[src/rtl/sprite_dma_arb_pkg.sv]
// sprite_dma_arb_pkg
//   Shared definitions for the sprite copy engine and its port arbiter:
//   DMA register offsets relative to REG_BASE, the CTRL start bit, and the
//   engine state encoding.
package sprite_dma_arb_pkg;

    localparam logic [1:0] REG_SRC  = 2'd0;
    localparam logic [1:0] REG_DST  = 2'd1;
    localparam logic [1:0] REG_LEN  = 2'd2;
    localparam logic [1:0] REG_CTRL = 2'd3;

    localparam int CTRL_START = 0;

    typedef enum logic {
        IDLE = 1'b0,
        RUN  = 1'b1
    } dma_state_e;

endpackage

[src/rtl/sprite_dma_arb_sync_fifo.sv]
// sync_fifo
//   Single-clock FIFO holding read data returned to the copy engine.
//   Ports:
//     clk, rst_n  clock, asynchronous active-low reset (empties the FIFO)
//     push, wdata write one entry
//     pop         drop the head entry (caller only pops when not empty)
//     rdata       current head entry (combinational)
//     count       number of valid entries, 0..DEPTH
//     empty       count == 0
//   Push and pop in the same cycle is allowed and leaves count unchanged.
module sync_fifo #(
    parameter int WIDTH = 16,
    parameter int DEPTH = 4
) (
    input  logic                     clk,
    input  logic                     rst_n,
    input  logic                     push,
    input  logic [WIDTH-1:0]         wdata,
    input  logic                     pop,
    output logic [WIDTH-1:0]         rdata,
    output logic [$clog2(DEPTH):0]   count,
    output logic                     empty
);

    localparam int AW = $clog2(DEPTH);

    logic [WIDTH-1:0] mem_q [DEPTH];
    logic [AW-1:0]    wr_idx_q;
    logic [AW-1:0]    rd_idx_q;
    logic [AW:0]      count_q;

    // DEPTH is a power of two, so the index counters wrap naturally.
    always_ff @(posedge clk or negedge rst_n) begin
        if (!rst_n) begin
            wr_idx_q <= '0;
            rd_idx_q <= '0;
            count_q  <= '0;
        end else begin
            if (push) wr_idx_q <= wr_idx_q + 1'b1;
            if (pop)  rd_idx_q <= rd_idx_q + 1'b1;
            case ({push, pop})
                2'b10:   count_q <= count_q + 1'b1;
                2'b01:   count_q <= count_q - 1'b1;
                default: ;
            endcase
        end
    end

    // Storage needs no reset: entries are only read after being written.
    always_ff @(posedge clk) begin
        if (push) mem_q[wr_idx_q] <= wdata;
    end

    assign rdata = mem_q[rd_idx_q];
    assign count = count_q;
    assign empty = (count_q == '0);

endmodule

[src/rtl/sprite_dma_arb.sv]
// sprite_dma_arb
//   Copy engine plus port arbiter between the CPU and the unified memory
//   block. The CPU programs SRC/DST/LEN at REG_BASE+0..2 and writes CTRL
//   (REG_BASE+3) with the start bit set; the engine then moves LEN words
//   from SRC to DST using read and write cycles the CPU leaves idle.
//   Ports:
//     clk, rst_n                      clock, asynchronous active-low reset
//     cpu_ren, cpu_raddr              CPU read request
//     cpu_wen, cpu_waddr, cpu_wdata   CPU write request (always passed on)
//     mem_ren, mem_raddr              read port to memory (combinational mux)
//     mem_wen, mem_waddr, mem_wdata   write port to memory (combinational mux)
//     mem_rdata                       read data, valid READ_LAT cycles later
//     dma_busy                        copy in progress
//     dma_done                        one-cycle pulse with the final write
//   The CPU always wins both ports. FIFO_DEPTH must be a power of two and
//   at least READ_LAT+1.
module sprite_dma_arb
    import sprite_dma_arb_pkg::*;
#(
    parameter int          READ_LAT   = 2,
    parameter int          FIFO_DEPTH = 4,
    parameter logic [15:0] REG_BASE   = 16'hffd0
) (
    input  logic        clk,
    input  logic        rst_n,
    input  logic        cpu_ren,
    input  logic [15:0] cpu_raddr,
    input  logic        cpu_wen,
    input  logic [15:0] cpu_waddr,
    input  logic [15:0] cpu_wdata,
    output logic        mem_ren,
    output logic [15:0] mem_raddr,
    output logic        mem_wen,
    output logic [15:0] mem_waddr,
    output logic [15:0] mem_wdata,
    input  logic [15:0] mem_rdata,
    output logic        dma_busy,
    output logic        dma_done
);

    localparam int CNT_W = $clog2(FIFO_DEPTH) + 1;

    dma_state_e state_q, state_d;

    logic [15:0] src_q, dst_q, len_q;
    logic [15:0] rd_ptr_q, wr_ptr_q, rd_left_q, wr_left_q;
    logic [READ_LAT-1:0] tag_q;
    logic done_zero_q;

    logic [15:0]      reg_off_full;
    logic             reg_hit;
    logic             start_req;
    logic             dma_rd, dma_wr, last_wr;
    logic [CNT_W:0]   inflight;
    logic             credit_ok;
    logic [CNT_W-1:0] fifo_count;
    logic             fifo_empty;
    logic [15:0]      fifo_head;

    // Register decode; the write itself still reaches memory.
    assign reg_off_full = cpu_waddr - REG_BASE;
    assign reg_hit      = cpu_wen && (reg_off_full < 16'd4);
    assign start_req    = reg_hit && (reg_off_full[1:0] == REG_CTRL)
                          && cpu_wdata[CTRL_START];

    always_ff @(posedge clk or negedge rst_n) begin
        if (!rst_n) begin
            src_q <= '0;
            dst_q <= '0;
            len_q <= '0;
        end else if (reg_hit) begin
            case (reg_off_full[1:0])
                REG_SRC: src_q <= cpu_wdata;
                REG_DST: dst_q <= cpu_wdata;
                REG_LEN: len_q <= cpu_wdata;
                default: ;
            endcase
        end
    end

    // Credit: every outstanding DMA read already owns a FIFO slot, so a
    // return can always be pushed without overflow.
    always_comb begin
        inflight = '0;
        for (int i = 0; i < READ_LAT; i++) begin
            inflight = inflight + {{CNT_W{1'b0}}, tag_q[i]};
        end
    end

    assign credit_ok = ({1'b0, fifo_count} + inflight) < (CNT_W+1)'(FIFO_DEPTH);
    assign dma_rd    = (state_q == RUN) && !cpu_ren && (rd_left_q != '0) && credit_ok;
    assign dma_wr    = (state_q == RUN) && !cpu_wen && !fifo_empty;
    assign last_wr   = dma_wr && (wr_left_q == 16'd1);

    always_comb begin
        state_d = state_q;
        case (state_q)
            IDLE: if (start_req && (len_q != '0)) state_d = RUN;
            RUN:  if (last_wr) state_d = IDLE;
            default: state_d = IDLE;
        endcase
    end

    always_ff @(posedge clk or negedge rst_n) begin
        if (!rst_n) begin
            state_q     <= IDLE;
            rd_ptr_q    <= '0;
            wr_ptr_q    <= '0;
            rd_left_q   <= '0;
            wr_left_q   <= '0;
            done_zero_q <= 1'b0;
        end else begin
            state_q     <= state_d;
            // A zero-length start completes without leaving IDLE.
            done_zero_q <= (state_q == IDLE) && start_req && (len_q == '0);
            if ((state_q == IDLE) && start_req && (len_q != '0)) begin
                rd_ptr_q  <= src_q;
                wr_ptr_q  <= dst_q;
                rd_left_q <= len_q;
                wr_left_q <= len_q;
            end else begin
                if (dma_rd) begin
                    rd_ptr_q  <= rd_ptr_q + 16'd1;
                    rd_left_q <= rd_left_q - 16'd1;
                end
                if (dma_wr) begin
                    wr_ptr_q  <= wr_ptr_q + 16'd1;
                    wr_left_q <= wr_left_q - 16'd1;
                end
            end
        end
    end

    // Tag pipeline mirrors the memory read latency; a tag leaving the last
    // stage marks mem_rdata as a DMA return. CPU returns carry no tag.
    always_ff @(posedge clk or negedge rst_n) begin
        if (!rst_n) begin
            tag_q <= '0;
        end else begin
            tag_q[0] <= dma_rd;
            for (int i = 1; i < READ_LAT; i++) begin
                tag_q[i] <= tag_q[i-1];
            end
        end
    end

    sync_fifo #(
        .WIDTH (16),
        .DEPTH (FIFO_DEPTH)
    ) u_fifo (
        .clk   (clk),
        .rst_n (rst_n),
        .push  (tag_q[READ_LAT-1]),
        .wdata (mem_rdata),
        .pop   (dma_wr),
        .rdata (fifo_head),
        .count (fifo_count),
        .empty (fifo_empty)
    );

    assign mem_ren   = cpu_ren || dma_rd;
    assign mem_raddr = dma_rd ? rd_ptr_q : cpu_raddr;
    assign mem_wen   = cpu_wen || dma_wr;
    assign mem_waddr = dma_wr ? wr_ptr_q : cpu_waddr;
    assign mem_wdata = dma_wr ? fifo_head : cpu_wdata;

    assign dma_busy = (state_q == RUN);
    assign dma_done = done_zero_q || last_wr;

endmodule

[config.mk]
export PLATFORM = sky130hd
export DESIGN_NAME = sprite_dma_arb
export DESIGN_NICKNAME = d
export VERILOG_FILES = /design/src/rtl/sprite_dma_arb_pkg.sv /design/src/rtl/sprite_dma_arb_sync_fifo.sv /design/src/rtl/sprite_dma_arb.sv
export SDC_FILE = /design/constraint.sdc
export NUM_CORES = 1
export LEC_CHECK = 0
export CORE_AREA = 2 2 137 139
export DETAILED_ROUTE_END_ITERATION = 10
export DIE_AREA = 0 0 139 141
export MAX_ROUTING_LAYER = met4
export PLACE_DENSITY = 0.84
export SYNTH_ARGS = -nofsm -noshare
export SYNTH_HDL_FRONTEND = slang
export SYNTH_SLANG_ARGS = --single-unit
[constraint.sdc]
create_clock -name clk -period 2.7 [get_ports clk]
set_clock_uncertainty 0.15 [all_clocks]
set_input_delay 0.54 -clock clk [delete_from_list [all_inputs] [get_ports clk]]
set_output_delay 0.54 -clock clk [all_outputs]
set_load 0.03 [all_outputs]
# After elaboration in Yosys (flattened, before gate mapping)
# Memory sizes are Yosys's and may differ from the RTL's.
# Cells that the tools add are included.
word_totals:
  regBits: 123
  ram_bits: 64
  inputBits: 68
  out_inout_bits: 52
  word_cells: 81
  n_memories: 1
classes:
  addsub: 11
  order_cmp: 2
  n_eq_ne: 6
  mux: 17
  bitwise_logic: 1
  n_reduce_logical: 30
mem_list:
  columns: ["memory", "depth", "word_bits", "read_ports", "rd_ports_with_merged_regs", "wr", "line_no", "text"]
  rows:
  - ["u_fifo.mem_q", 4, 16, 1, 0, 1, "sprite_dma_arb_sync_fifo.sv:27", "logic [WIDTH-1:0] mem_q [DEPTH];"]
ops:
  columns: ["operator", "n"]
  rows:
  - ["16-bit 2-to-1 mux", 11]
  - ["16-bit by 1-bit adder with 16-bit output (second input constant)", 2]
  - ["16-bit nonzero test", 2]
  - ["16-bit by 1-bit subtractor with 16-bit output (second input constant)", 2]
  - ["16-bit by 1-bit == test with 1-bit output (second input constant)", 1]
  - ["16-bit zero test", 1]
  - ["16-bit by 3-bit less-than comparator with 1-bit output (second input constant)", 1]
  - ["16-bit subtractor (second input constant)", 1]
  - ["1-bit logical AND", 13]
  - ["2-bit == test (second input constant)", 3]
  - ["3-bit one-hot mux with 2 select lines", 1]
  - ["2-bit AND reduction", 3]
  - ["2-bit nonzero test", 3]
  - ["2-bit by 1-bit adder with 2-bit output (second input constant)", 2]
  - ["3-bit by 2-bit adder with 4-bit output", 1]
  - ["2-bit by 1-bit == test with 1-bit output (second input constant)", 2]
  - ["4-bit by 3-bit less-than comparator with 1-bit output (second input constant)", 1]
  - ["1-bit 2-to-1 mux", 4]
  - ["3-bit by 1-bit adder with 3-bit output (second input constant)", 1]
  - ["1-bit zero test", 3]
  - ["3-bit zero test", 1]
  - ["1-bit logical OR", 3]
  - ["3-bit by 1-bit subtractor with 3-bit output (second input constant)", 1]
  - ["1-bit by 1-bit adder with 2-bit output", 1]
  - ["3 further kinds", 3]

# Longest topological paths before layout
# Gate-level depths: netlist (run 1).
depth:
  ltp_word: 8
  depth_mapped: 11
  depth_no_buf: 9

# By module
# Synthesis (run 1) repeated with hierarchy kept, for this count alone.
hier_totals:
  cells_unflattened: 837
  hier_area_um2: 9332.7
modules_own_cells:
  columns: ["module", "n_inst", "cells_each", "area_each_um2"]
  rows:
  - ["sprite_dma_arb", 1, 718, 6590.1]
  - ["sync_fifo", 1, 119, 2742.6]

# Least setup slack after synthesis (run 1)
# No wires, ideal clock.
synth_timing:
  kind: "flip-flop to output port"
  start: "reg u_fifo.count_q[0] (netlist: u_fifo.count[0])"
  end: "out mem_raddr[11]"
  arrival_time_ps: 2665
  slack_ps: -655
  path_stages_with_launch: 9
  path_buffers: 3
  path_cell_list: "dfrtp_1 > ha_1 > a21o_1 > a2111oi_4 > a21bo_1 > buf_2 > buf_2 > buf_1 > o21ai_0"
synth_via:
  elab_chain_cells: 4
synth_rtl:
  columns: ["element", "line_no", "text"]
  rows:
  - ["start, declared", "sprite_dma_arb_sync_fifo.sv:30", "logic [AW:0] count_q;"]
  - ["start signal, assigned", "sprite_dma_arb_sync_fifo.sv:42", "2'b10: count_q <= count_q + 1'b1;"]
  - ["start signal, assigned", "sprite_dma_arb_sync_fifo.sv:43", "2'b01: count_q <= count_q - 1'b1;"]
  - ["3-bit by 2-bit adder with 4-bit output", "sprite_dma_arb.sv:90", "assign credit_ok = ({1'b0, fifo_count} + inflight) < (CNT_W+1)'(FIFO_DEPTH);"]
  - ["4-bit by 3-bit less-than comparator with 1-bit output", "sprite_dma_arb.sv:90", null]
  - ["1-bit logical AND", "sprite_dma_arb.sv:91", "assign dma_rd = (state_q == RUN) && !cpu_ren && (rd_left_q != '0) && credit_ok;"]
  - ["16-bit 2-to-1 mux", "sprite_dma_arb.sv:162", "assign mem_raddr = dma_rd ? rd_ptr_q : cpu_raddr;"]
  - ["end, declared", "sprite_dma_arb.sv:32", "output logic [15:0] mem_raddr,"]
# No other way between the ends.

# Worst setup path after layout (run 1)
layout_timing:
  start: "reg u_fifo.count_q[0] (netlist: u_fifo.count[0])"
  end: "out mem_raddr[3]"
# The elaborated chain is that of the path after synthesis.

==> results by stage, run 1 <==
Floorplanning:
- The die boundary height is 141 um.
- The number of primary I/O pins is 120.
- The total area inside the core boundary comes to 18,300 um^2.
- The count of standard-cell rows is 50.
- The floorplan die area is 19,600 um^2.
- The initial utilization of the core area, before any placement, comes to 48.5%.
- In this run the horizontal extent of the chip is 139 um.

Timing:
- The max-slew violation total from the final report is 0.
- The fmax is 307 MHz.
- The smallest setup slack after layout is -558 ps.
- The normalized max-slew margin is 60.6%.
- Of the available clock period, the critical path in the final layout requires 121%.
- The final critical delay including setup and external delays is 3260 ps.
- Setup violations remaining at the end of the flow were counted as 101.
- The number of hold violations in the final report was 0.
- The tightest hold path in the finished design has a slack of 307 ps.
- The worst-margin pin slew is 590 ps.
- Setup repair after global routing could not meet its margin everywhere.

Final layout:
- The area of all placed cells without fillers is 13,500 um^2.
- The share of cells above drive strength 1 is 44.8%.
- In the final design database the tool counted 1,125 nets.
- The multi-input gate area in the final layout is 4620 um^2.
- The area overhead of the layout relative to synthesis is 52.6%.
- After filler insertion, the fill cell instance count of the layout stands at 938.
- The sequential cell area is 5000 um^2.

GRT:
- The global route total overflow is 0.
- The first global-routing pass estimated 44,800 um of wire.
- The initial antenna violation count is 0.
- The number of global-route vias before repair is 8,013.
- The maximum number of pins on one net before global-route repair is 47.
- The overall track demand over capacity in global routing is 30.7%.

Clocking:
- The CTS clock-pin slew for the worst setup and hold paths is 80 ps.
- No sink is reached through more buffers than the 2 on the longest clock path.
- The cell sitting at the root of the clock tree is a sky130_fd_sc_hd__clkbuf_16.
- Clock tree synthesis inserted a total of 17 buffers.
- The total clock sinks is 187.
- The clock tree from TritonCTS is yes.
- The worst-skew pair later-pin latency is 450 ps.
- The number of levels the H-tree was split into is 4.

Routing:
- The detailed router finished its first iteration with 1,157 violations.
- The count of vias placed by the detailed router is 8,600.
- In the routed layout, each cell is associated on average with a via count of 6.65.
- For this run, design rule violations remaining after detail routing come to 0.
- The remaining number of nets flagged by the antenna check after routing is 0.
- For this block, the routed nets add up to 35,300 um of wire.
- In the final routed layout, each cell accounts on average for 27.3 um.
- The first detailed-routing pass took 6 iterations.

Synth:
- The number of warnings issued by yosys is 0.
- The synthesized netlist devotes 1.78% of its cell area to adder and majority cells.
- The async set-reset flop share out of synthesis is 65.8%.
- The simple-gate portion of the synthesized area is 17.6%.
- Synthesis instantiated 59 different standard cells from the library.
- The top flip-flop cell by instance count after synthesis is sky130_fd_sc_hd__dfrtp_1.
- In this run, synthesis inferred 64 flip-flops with an integrated enable.
- The largest family of logic cells by synthesized area is simple AND/OR/NAND/NOR gates.
- A synthesized cell averages 11.1 um^2.
- The synthesized design contains 187 register bits.
- The parity-gate share of the synthesized area counting xor and xnor cells is 1.09%.
- The area fraction in compound gates after synthesis is 10.0%.
- The mapped netlist covers 8850 um^2.
- Sequential cells were found to cover 56.5% of the synthesized design area.
- Of the post-synthesis cell area, the part taken by muxes is 10.4%.
- The number of nets in the synthesized netlist is 880.
- The cell count after synthesis came out at 800.

Critical path:
- The worst setup path is launched from a flop.
- The worst setup path is of the flop to output pin kind.
- The required time at the worst-slack endpoint is 2010 ps.
- The endpoint class of the critical path is an output pin.
- Data on the critical path arrives at its endpoint at 2570 ps.
- The maximum fanout count along the critical path is 7.

Run:
- Across the run, the number of max-cap violations was 0.

Pwr:
- The worst voltage drop across the vdd grid is 0.000526 V.
- In this run the power density over the cells is 461 nW/um^2.
- The static leakage is 6.07 nW.

Status:
- The flow ran to the end, but the final reports show violations.
- The checks that failed: negative setup slack.

Placed design:
- During placement, the flow inserted port buffers numbering 119.
- The post-place instance area is 11,200 um^2.
- The congestion estimate from routability-driven global placement came to 0.910.
- The wire-length estimate of the detail-placed layout is 17,400 um.

Worst hold path:
- The worst hold path belongs to the class flop to flop.
[worst paths after layout]
path                                                  start                           to  slack [ps]  cells past startpoint
worst max register to register  u_fifo.count[0]$_DFFE_PN0P_  u_fifo.count[2]$_DFFE_PN0P_        -430                     18
min in group asynchronous                             rst_n      wr_ptr_q[0]$_DFFE_PN0P_         490                      2
worst max-delay path            u_fifo.count[0]$_DFFE_PN0P_                 mem_raddr[3]        -560                      9
max in group asynchronous                             rst_n      rd_ptr_q[8]$_DFFE_PN0P_        1220                      3
worst min register to register           tag_q[0]$_DFF_PN0_           tag_q[1]$_DFF_PN0_         310                      0
worst min-delay path                     tag_q[0]$_DFF_PN0_           tag_q[1]$_DFF_PN0_         310                      0
[per-stage QoR]
step	utilization (%)	worst slack [ps]	std cells	setup TNS, ps	total power, W
CTS	69.7	-557	1270	-24730	0.00610
detailed placement	61.2	-423	1210	-42760	0.00354
floorplan	-	-64.5	800	-634	0.00323
global route	73.9	-587	1292	-37210	0.00635
global placement	61.2	-397	1210	-38920	0.00353
finish	74.0	-558	1293	-33950	0.00622
[cells in the mapped netlist (12+ instances only)]
master / number / area, um^2
sky130_fd_sc_hd__nand2_1: 202 / 758
sky130_fd_sc_hd__dfrtp_1: 123 / 3080
sky130_fd_sc_hd__edfxtp_1: 64 / 1920
sky130_fd_sc_hd__mux2_2: 49 / 552
sky130_fd_sc_hd__o21ai_0: 37 / 185
sky130_fd_sc_hd__nand3_1: 31 / 155
sky130_fd_sc_hd__nor2_1: 29 / 109
sky130_fd_sc_hd__o211ai_1: 26 / 195
sky130_fd_sc_hd__clkbuf_1: 18 / 67.6
sky130_fd_sc_hd__nor3_1: 17 / 85.1
sky130_fd_sc_hd__mux4_2: 16 / 360
sky130_fd_sc_hd__inv_1: 15 / 56.3
sky130_fd_sc_hd__a221o_1: 13 / 130
sky130_fd_sc_hd__nor4_1: 13 / 81.3
sky130_fd_sc_hd__a21oi_1: 12 / 60.1
[state kept, by name (all words and copies together), names as in the netlist, 3 cells and up]
register and count:
rd_left_q 16, dst_q 16, u_fifo.mem_q 64, rd_ptr_q 16
src_q 16, wr_left_q 16, u_fifo.count 3, len_q 16
wr_ptr_q 16
[cell usage in the layout, fill, tap and decap left out, types with 13 or more instances in the layout]
master                            Yosys  final
sky130_fd_sc_hd__inv_1               15     14
sky130_fd_sc_hd__a221o_1             13     13
sky130_fd_sc_hd__mux4_2              16     16
sky130_fd_sc_hd__clkbuf_16            0     20
sky130_fd_sc_hd__nand2_2              0     58
sky130_fd_sc_hd__nand2_4              0     57
sky130_fd_sc_hd__o211ai_1            26     26
sky130_fd_sc_hd__nand2_1            202     86
sky130_fd_sc_hd__buf_12               0     25
sky130_fd_sc_hd__nor3_1              17     15
sky130_fd_sc_hd__nand3_1             31     27
sky130_fd_sc_hd__buf_6                1     72
sky130_fd_sc_hd__edfxtp_1            64     64
sky130_fd_sc_hd__nor2_1              29     28
sky130_fd_sc_hd__mux2_2              49     49
sky130_fd_sc_hd__o21ai_1              1     13
sky130_fd_sc_hd__dfrtp_1            123    122
sky130_fd_sc_hd__clkdlybuf4s50_1      0     67
sky130_fd_sc_hd__buf_4                1     84
sky130_fd_sc_hd__o21ai_2              0     14
[cell type report]
cell class / count / area share [%]
sequential: 187 / 37.0
multi-input combinational: 558 / 34.2
timing repair buffer: 264 / 21.5
clock buffer: 17 / 3.15
tap: 234 / 2.17
clock inverter: 15 / 1.33
inverter: 17 / 0.621
antenna: 1 / 0.0185
[per-layer routing]
metal  vias to the layer above  routed length, um  global-route usage [%]
li1                       3417                  -                       -
met5                         -                  0                       -
met2                       722              16900                    49.1
met4                         0               2650                    17.0
met1                      4213              12100                    36.6
met3                       248               3670                    6.56
[what timing repair did]
action	in CTS	in global routing
gates cloned	4	3
gates resized for setup	195	157
endpoints found under the setup margin	80	143
endpoints found under the hold margin	38	0
hold buffers	1	0
setup buffers	24	27
pin swaps	23	57
[critical path: stages (launching register included)]
cell	delay, ps
sky130_fd_sc_hd__dfrtp_1	440
sky130_fd_sc_hd__ha_4	240
sky130_fd_sc_hd__a21o_1	190
sky130_fd_sc_hd__a2111oi_4	390
sky130_fd_sc_hd__a21bo_4	330
sky130_fd_sc_hd__inv_8	100
sky130_fd_sc_hd__buf_12	150
sky130_fd_sc_hd__nand2_4	70
sky130_fd_sc_hd__nand2_4	80
sky130_fd_sc_hd__buf_6	130
[where the power goes]
group          switching (W)  leakage (nW)  internal [W]  total [W]
clock                0.00134         0.292       0.00126    0.00261
combinational       0.000331          3.55      0.000281   0.000612
sequential         0.0000474          2.22       0.00296    0.00300
total                0.00172          6.07       0.00450    0.00622
[logic make-up (layout without fill, tap and decap cells)]
| family | Yosys count | after routing |
|---|---|---|
| compound gates | 124 | 124 |
| xor+xnor | 11 | 11 |
| fa+ha+maj | 12 | 12 |
| buf+inv | 55 | 313 |
| flops | 187 | 187 |
| mux | 66 | 66 |
| other cells | 0 | 1 |
| simple gates | 345 | 345 |
Note: power is estimated with default switching activity, not from simulation.
==> inputs of run 2 (changes only) <==
==> constraint.sdc (replaced) <==
create_clock -name clk -period 2.7 [get_ports clk]
set_clock_uncertainty 0.15 [all_clocks]
set_input_delay 0.405 -clock clk [delete_from_list [all_inputs] [get_ports clk]]
set_output_delay 0.405 -clock clk [all_outputs]
set_load 0.03 [all_outputs]
==> run 2 against run 1 <==
The flow still finishes with violations (negative setup slack); flip-flop and latch count is the same; sequential power is essentially flat; largest power group unchanged; clock-buffer cell count grew 1; global-route usage shrank 3.9 points; sequential share of layout area grew 4.6 points; utilization shrank 8.1 points; setup slack gained 190 ps; via count shrank 12%.
==> results by stage, run 2 (synthesis gave the netlist of run 1 again) <==
Placed design:
- The number of port buffers is 119 (unchanged).
- The half-perimeter wire length after placement is 17,000 um (-2.2%).
- The final estimated routing congestion in global placement is 0.940 (+3.3%).

Critical path:
- The register-to-register path setup slack is -40 ps (+390 ps).
- The sum of buffers and inverters on the critical path is 3 (unchanged).
- The critical path in this run is classified as flop to output pin.
- The worst reg2reg path depth is 11 (-7).
- The endpoint of the worst-slack reg-to-reg timing path is rd_left_q[13]$_DFFE_PN0P_.
- The number of logic stages on the critical path including buffering is 9 (unchanged).
- The required time at the worst-slack endpoint came to 2140 ps (+130 ps).
- The arrival time at the worst endpoint is 2510 ps (-60 ps).
- The endpoint class of the critical path is an output pin.
- The maximum fanout count along the critical path came to 8 (+1).
- The signal on the critical path passes through ha_1, a21o_1, a2111oi_4, a21bo_4, inv_6, buf_12, nand2_2, nand2_2, buf_6.
- The worst flop-to-flop path startpoint is tag_q[0]$_DFF_PN0_.
- The delay contributed by the slowest stage of the critical path is 390 ps (-50 ps).
- The largest individual stage delay along the critical path comes from the cell sky130_fd_sc_hd__dfrtp_1.
- STA classifies the critical path startpoint as a flop.
- The cell repeated most along the worst path is sky130_fd_sc_hd__nand2_2.
- In this design, the largest share of critical-path delay is due to compound AO/OA/AOI/OAI gates.

Final layout:
- The most common cell after layout, fill and taps aside is sky130_fd_sc_hd__nand2_1.
- The number of flip-flops in the largest register is 64 (unchanged).
- The count of fill cells added during filler insertion came to 1,223 (+30%).
- Ranked by flip-flop count, first place goes to u_fifo.mem_q.
- The area growth from synthesis to layout is 35.8%.
- The share of cells above drive strength 1 is 31.1% (-14 points).
- The layout net count is 1,078 (-4.2%).
- The total inserted antenna cells was 0 (-1).
- In the layout the commonest cells are 163 x sky130_fd_sc_hd__nand2_1, 122 x sky130_fd_sc_hd__dfrtp_1, 101 x sky130_fd_sc_hd__buf_4.
- The final cell utilization of the core is 65.8% (-8.1 points).

Routing:
- The number of DRC violations after detailed-routing iteration 0 was 837 (-28%).
- The final routed wirelength across all metal layers was 26,900 um (-24%).
- The remaining number of nets flagged by the antenna check after routing came to 0 (unchanged).
- The number of remaining DRC errors is 0 (unchanged).
- The count of vias placed by the detailed router was 7,603 (-12%).
- The routed wire length per instance was 21.6 um (-21%).
- The routed via count divided by cell count is 6.11 (-8.2%).
- The number of detailed-route iterations in the first pass is 6 (unchanged).

Timing:
- The total negative slack was -5830 ps (+28,120 ps).
- The portion of the clock cycle consumed by the worst path in the final layout was 113% (-7.2 points).
- Setup repair after global routing could not meet its margin everywhere.
- The fmax was 326 MHz (+6.3%).
- The number of hold violations in the final report is 0 (unchanged).
- The smallest setup slack after layout came to -364 ps (+194 ps).
- The normalized max-slew margin is 54.8% (-5.9 points).
- The number of setup violations in the final report is 21 (-79%).
- The final critical delay including setup and external delays is 3060 ps (-194 ps).
- The worst-margin pin slew is 677 ps (+86.6 ps).
- The max-slew violation total from the final report is 0 (unchanged).

Floorplanning:
- The count of standard-cell rows was 50 (unchanged).
- The core outline area is 18,300 um^2 (unchanged).
- The number of primary I/O pins is 120 (unchanged).
- The initial standard-cell utilization of the core came to 48.5% (unchanged).
- The floorplan die area is 19,600 um^2 (unchanged).
- The x dimension of the die came to 139 um (unchanged).
- The die boundary height is 141 um (unchanged).

Clocking:
- In this run the clock root is driven by a sky130_fd_sc_hd__clkbuf_16.
- The CTS clock-pin slew for the worst setup and hold paths is 70 ps (about the same).
- TritonCTS built the clock tree.
- The total clock sinks is 187 (unchanged).
- The clock buffer count from CTS is 17 (unchanged).
- The maximum buffer depth of the clock tree is 2 (unchanged).
- The worst-skew pair later-pin latency is 440 ps (about the same).
- The number of levels the H-tree was split into is 4 (unchanged).

Status:
- The final reports fail on negative setup slack.
- The run finished, with violations left.

Worst hold path:
- The source of the worst hold timing path is tag_q[0]$_DFF_PN0_.
- For hold timing, the worst endpoint is tag_q[1]$_DFF_PN0_.
- The cell depth of the worst hold path is 0 (unchanged).
- The class of the most critical hold timing path is flop to flop.

GRT:
- The peak-usage layer in the global routing report is met2.
- The overall track demand over capacity in global routing is 26.8% (-3.9 points).
- The wire length of the first global-routing pass was 39,700 um (-11%).
- The global-route track usage on met2 is 44.7% (-4.4 points).
- The global route total overflow is 0 (unchanged).
- The met1 track demand over resource was 32.0% (-4.6 points).
- The initial antenna violation count is 0 (unchanged).
- The maximum number of pins on one net before global-route repair is 124 (+160%).
- The number of global-route vias before repair came to 7,428 (-7.3%).
- The met3 routing resource usage after global routing came to 5.81% (-0.75 points).

Pwr:
- The static leakage is 5.32 nW (-12%).
- The worst voltage drop across the vdd grid is 0.000452 V (-14%).
- The cell area power density is 505 nW/um^2 (+9.6%).

Run:
- The max-capacitance violation count is 0 (unchanged).
==> run 2: changes by cell type in the layout (fill, tap and decap cells not counted), sizes merged <==
cell,previous run,this run
a21oi,13,14
buf,192,143
bufbuf,1,0
bufinv,0,1
clkbuf,20,21
clkdlybuf4s15,0,2
clkinv,6,4
diode,1,0
==> run 2: worst max path at each step <==
| stage | slack (ps) | end | startpoint |
|---|---|---|---|
| 3_3_place_gp | -240 | mem_waddr[7] | cpu_wen |
| 2_1_floorplan | 1 | mem_raddr[4] | u_fifo.count[0]$_DFFE_PN0P_ |
| 3_5_place_dp | -330 | u_fifo.count[2]$_DFFE_PN0P_ | cpu_wen |
| 5_1_grt | -460 | mem_raddr[13] | tag_q[0]$_DFF_PN0_ |
| 6_report | -360 | mem_raddr[14] | tag_q[0]$_DFF_PN0_ |
| 4_1_cts | -340 | mem_raddr[15] | tag_q[0]$_DFF_PN0_ |
==> run 2: stage by stage <==
| step | instances | area [um^2] | hold slack, ps | setup slack [ps] | power (W) |
|---|---|---|---|---|---|
| after floorplan | 800 | 8960 | -40.6 | 1.25 | 0.00323 |
| after detailed placement | 1198 | 10900 | 237 | -329 | 0.00353 |
| after global placement | 1198 | 10900 | 237 | -243 | 0.00352 |
| after CTS | 1234 | 11700 | 258 | -336 | 0.00605 |
| after global routing | 1245 | 12000 | 277 | -459 | 0.00623 |
| final | 1245 | 12000 | 252 | -364 | 0.00607 |
==> run 2: report_power, final <==
part           switching (W)  internal (W)
clock network        0.00121       0.00135
registers          0.0000364       0.00296
logic               0.000280      0.000235
==> run 2: area by class of cell <==
| type | count | area (um^2) | area share (%) |
|---|---|---|---|
| clock buffer | 18 | 439 | 3.65 |
| tap | 234 | 293 | 2.43 |
| clock inverter | 14 | 170 | 1.42 |
| timing repair buffer | 216 | 2110 | 17.5 |
| inverter | 17 | 73.8 | 0.614 |
| multi-input combinational | 559 | 3940 | 32.8 |
| sequential | 187 | 5000 | 41.6 |
==> run 2: repair_timing <==
item	in CTS	in global routing
hold buffers	1	0
setup endpoints to repair	61	82
hold endpoints to repair	123	0
pin swaps	3	10
buffers inserted	2	9
cloned	1	4
resized for setup	67	58
==> run 2: metal layers <==
metal  share of wire [%]  vias to the layer above
li1                    -                     3328
met1                  39                     3734
met2                  50                      420
met3                 7.0                      121
met4                 4.9                        0
met5                   0                        -
